File: src/rtl/sha256_ctrl.sv
// SHA-256 block sequencer: steps the datapath through IV load, per-block W load,
// ROUNDS compression rounds and the H update, then presents the digest until taken.
module sha256_ctrl #(
  parameter int unsigned ROUNDS = 64,
  parameter int unsigned NBW    = 8
) (
  input  logic           clk,
  input  logic           reset,
  input  logic           start,
  input  logic [NBW-1:0] num_blocks,
  input  logic           blk_valid,
  output logic           blk_ready,
  output logic           init_h,
  output logic           load_w,
  output logic           round_en,
  output logic [5:0]     round_idx,
  output logic           update_h,
  output logic [NBW-1:0] blk_count,
  output logic           busy,
  output logic           hash_valid,
  input  logic           hash_ready
);

  localparam logic [2:0] StIdle    = 3'd0;
  localparam logic [2:0] StInit    = 3'd1;
  localparam logic [2:0] StWaitBlk = 3'd2;
  localparam logic [2:0] StRound   = 3'd3;
  localparam logic [2:0] StUpdate  = 3'd4;
  localparam logic [2:0] StDone    = 3'd5;

  localparam logic [5:0] LastRound = 6'(ROUNDS - 1);

  logic [2:0]     r_state;
  logic [NBW-1:0] r_num_blocks;
  logic [NBW-1:0] r_blk_count;
  logic [5:0]     r_round_idx;

  logic [2:0]     w_state_d;
  logic [NBW-1:0] w_num_blocks_d;
  logic [NBW-1:0] w_blk_count_d;
  logic [5:0]     w_round_idx_d;
  logic [NBW:0]   w_blk_count_inc;
  logic           w_run;

  // One extra bit so num_blocks = 2^NBW-1 compares without wrapping.
  assign w_blk_count_inc = {1'b0, r_blk_count} + (NBW + 1)'(1);

  always_comb begin
    w_state_d      = r_state;
    w_num_blocks_d = r_num_blocks;
    w_blk_count_d  = r_blk_count;
    w_round_idx_d  = r_round_idx;
    case (r_state)
      StIdle: begin
        if (start && (num_blocks != '0)) begin
          w_num_blocks_d = num_blocks;
          w_blk_count_d  = '0;
          w_state_d      = StInit;
        end
      end
      StInit: w_state_d = StWaitBlk;
      StWaitBlk: begin
        if (blk_valid) begin
          w_round_idx_d = '0;
          w_state_d     = StRound;
        end
      end
      StRound: begin
        if (r_round_idx == LastRound) begin
          w_round_idx_d = '0;
          w_state_d     = StUpdate;
        end else begin
          w_round_idx_d = r_round_idx + 6'd1;
        end
      end
      StUpdate: begin
        w_blk_count_d = w_blk_count_inc[NBW-1:0];
        w_state_d     = (w_blk_count_inc == {1'b0, r_num_blocks}) ? StDone : StWaitBlk;
      end
      StDone: begin
        if (hash_ready) w_state_d = StIdle;
      end
      default: w_state_d = StIdle;
    endcase
  end

  always_ff @(posedge clk) begin
    if (reset) begin
      r_state      <= StIdle;
      r_num_blocks <= '0;
      r_blk_count  <= '0;
      r_round_idx  <= '0;
    end else begin
      r_state      <= w_state_d;
      r_num_blocks <= w_num_blocks_d;
      r_blk_count  <= w_blk_count_d;
      r_round_idx  <= w_round_idx_d;
    end
  end

  // Outputs are forced low during the reset cycle itself, before the state register clears.
  assign w_run      = ~reset;
  assign blk_ready  = w_run && (r_state == StWaitBlk);
  assign init_h     = w_run && (r_state == StInit);
  assign load_w     = w_run && (r_state == StWaitBlk) && blk_valid;
  assign round_en   = w_run && (r_state == StRound);
  assign round_idx  = w_run ? r_round_idx : 6'd0;
  assign update_h   = w_run && (r_state == StUpdate);
  assign blk_count  = w_run ? r_blk_count : '0;
  assign busy       = w_run && (r_state != StIdle);
  assign hash_valid = w_run && (r_state == StDone);

endmodule

File: config.mk
export PLATFORM = sky130hd
export DESIGN_NAME = sha256_ctrl
export DESIGN_NICKNAME = d
export VERILOG_FILES = /design/src/rtl/sha256_ctrl.sv
export SDC_FILE = /design/constraint.sdc
export NUM_CORES = 1
export LEC_CHECK = 0
export CAP_MARGIN = 25
export CORE_MARGIN = 2
export CORE_UTILIZATION = 46
export DETAILED_ROUTE_END_ITERATION = 10
export PLACE_DENSITY = 0.87
export RECOVER_POWER = 100
export REMOVE_ABC_BUFFERS = 1
export SLEW_MARGIN = 15
export SYNTH_ARGS = -nofsm -noshare
export SYNTH_HDL_FRONTEND = slang
export SYNTH_SLANG_ARGS = --single-unit
File: constraint.sdc
create_clock -name clk -period 1.84 [get_ports clk]
set_input_delay 0.184 -clock clk [delete_from_list [all_inputs] [get_ports clk]]
set_output_delay 0.184 -clock clk [all_outputs]
set_load 0.01 [all_outputs]
==> impl_metrics.tcl <==
set metrics [dict create \
    clockBufferDepth 2 \
    core.rowCount 21 \
    track_usage_pct 21.1 \
    netSwitchingPower_w 0.000332 \
    clockPowerShare_pct 22.6 \
    post-synth-top-count-cell "nor2_1" \
    drv_cap 0 \
    antenna_left 0 \
    io_pins 34 \
    arrival_ns 1.57 \
    vias 1619 \
    p_seq_share_pct 53.2 \
    grt_overflow_total 0 \
    worstMarginPinSlew_ns 0.388 \
    ys_seq_area_share_pct 30.1 \
    powerDensity_mw_per_mm2 527 \
    post_cts_buffers 0 \
    fmax_mhz 570 \
    postSynthAreaPerCell_um2 8.24 \
    critical_path_class "register to primary output" \
    cp_max_fo 10 \
    status "complete, no violations" \
    skew_ns 0.0142 \
    final.min_clock_period_ns 1.75 \
    synth-seq-cells 25 \
    htree_levels 1 \
    wl_per_cell_um 13.9 \
    drive_gt1_share_pct 16.1 \
    cts_tree "built" \
    slew_headroom_pct 73.8 \
    synth.distinct_cells 51 \
    ir_drop_mv 0.545 \
    final_util_pct 61.8 \
    fin_crit_sh_pct 95.3 \
    die_w_um 64.2 \
    async_flop_share_pct 0 \
    comb_power_share_pct 24.1 \
    switching_share_pct 29.8 \
    core_area_mm2 0.00342 \
    drc 0 \
    synth_enable_flop_cells 0 \
    crit_required_ns 1.66 \
    worstSkewPairLatency_ns 0.33 \
    drtIter0Drc 89 \
    nets 258 \
    syn_inst 202 \
    viasPerCell 5.62 \
    finalSetupViolCount 0 \
    slew_violations 0 \
    die-area_mm2 0.00412 \
    yosysTopAreaCell "dfxtp_1" \
    detailed_place_hpwl_um 2990 \
    syn_area_mm2 0.00167 \
    grt_pass1_wl_um 7000 \
    initial_core_util_pct 48.8 \
    setup_ws_ns 0.0857 \
    fin_tns_setup_ns 0 \
    synthTopCellsByCount "28 x nor2_1, 25 x dfxtp_1, 17 x nand2_1, 14 x nor2b_1, 13 x a21oi_1" \
    cts_buffers 3 \
    hold_class "register to register" \
    hold_violations 0 \
    routabilityCongestion 0.798 \
    firstDrtPassIters 4 \
    yosys.area.top_type_share_pct 30.1 \
    synthFlopType "dfxtp_1" \
    clock_sinks 25 \
    antenna_cells 0 \
    syn2layout_area_growth_pct 26.7 \
    io_buffers 33 \
    stdcell_area_mm2 0.00211 \
    clkSlewWorstSetupHoldPaths_ns 0.14 \
    worstSetupEndpointType "primary output" \
    root_buffer "clkbuf_4" \
    wl_um 4010 \
    cts_hold_buf 0 \
    dpl_cell_area_mm2 0.00208 \
    grt_pass1_vias 1527 \
    grt_max_degree 22 \
    die_h_um 64.2 \
    yosys_warnings 0 \
    p_leak_nw 0.799 \
    intPower_w 0.000779 \
    antenna_found_initial 0 \
    start_kind "register" \
    pre_cts_ws_ns -0.0292 \
    synthTopCellsByArea "dfxtp_1 30%, nor2_1 6.3%, mux2i_1 5.4%" \
]
[timing repair]
item | 4_1_cts | 5_1_grt
resized for setup | 11 | 14
setup endpoints to repair | 8 | 10
hold endpoints to repair | 0 | 0
[cell type report]
cell class,count,area [um2]
Sequential cell,25,510
Tap cell,46,57.6
Multi-Input combinational cell,162,1080
Fill cell,298,1310
Clock buffer,4,26.3
Timing Repair Buffer,51,434
[power by group through the flow]
stage / clock, W / sequential, W / combinational, W
CTS: 0.000255 / 0.000590 / 0.000273
finish: 0.000252 / 0.000591 / 0.000268
global route: 0.000283 / 0.000595 / 0.000295
global placement: 0 / 0.000599 / 0.000262
detailed placement: 0 / 0.000600 / 0.000269
floorplan: 0 / 0.000603 / 0.000139
[state kept, by name, indices dropped and copies added (netlist names)]
register and count:
r_state 3, r_blk_count 8, r_round_idx 6, r_num_blocks 8
[final timing paths]
kind	from	endpoint	slack [ns]	cells after the start
worst max-delay path	r_blk_count[2]	blk_count[2]	0.09	2
worst min-delay path	r_num_blocks[4]	r_num_blocks[4]	0.53	2
worst max register to register	r_blk_count[4]	r_state[2]	0.11	5
worst min register to register	r_num_blocks[4]	r_num_blocks[4]	0.53	2
[placed cells by master (no fill, tap or decap), types with 4 or more instances in the layout]
| cell type | netlist | final |
|---|---|---|
| xnor2_1 | 4 | 4 |
| nand2_1 | 17 | 16 |
| clkdlybuf4s50_1 | 0 | 22 |
| buf_4 | 0 | 14 |
| clkbuf_4 | 0 | 4 |
| nor3_1 | 5 | 5 |
| a21oi_1 | 13 | 13 |
| nand3_1 | 6 | 5 |
| xor2_1 | 4 | 4 |
| nor2_1 | 28 | 27 |
| nand2b_1 | 4 | 4 |
| and3_1 | 5 | 5 |
| dlygate4sd2_1 | 0 | 5 |
| nor2b_1 | 14 | 15 |
| clkbuf_1 | 7 | 5 |
| a311oi_1 | 8 | 7 |
| mux2i_1 | 9 | 9 |
| o21ai_0 | 4 | 4 |
| dfxtp_1 | 25 | 21 |
[critical path, stage by stage (launching register included)]
cell and delay, ns:
dfxtp_1 0.54, nor2b_1 0.17, clkdlybuf4s50_1 0.53
[per-layer routing]
metal	vias to the layer above	global-route usage (%)	wire length [um]
li1	807	-	-
met1	747	26.4	1800
met2	55	36.2	1920
met3	10	3.52	183
met4	0	7.98	110
met5	-	0	0
[through the flow]
stage / power, W / instances / hold slack (ns)
2_1_floorplan: 0.000741 / 187 / 0.250
3_3_place_gp: 0.000861 / 284 / 0.497
3_5_place_dp: 0.000869 / 284 / 0.501
4_1_cts: 0.00112 / 288 / 0.527
5_1_grt: 0.00117 / 288 / 0.564
6_report: 0.00111 / 288 / 0.532
[logic make-up (layout without fill, tap and decap cells)]
group / after synthesis / after routing / synth area share, %
mux: 10 / 10 / 6.31
simple gates: 94 / 94 / 30.6
flops: 25 / 25 / 30.1
compound gates: 48 / 48 / 20.8
fa+ha+maj: 2 / 2 / 1.50
xor+xnor: 8 / 8 / 4.21
buf+inv: 15 / 55 / 6.54
(Power assumes the default switching activity.)
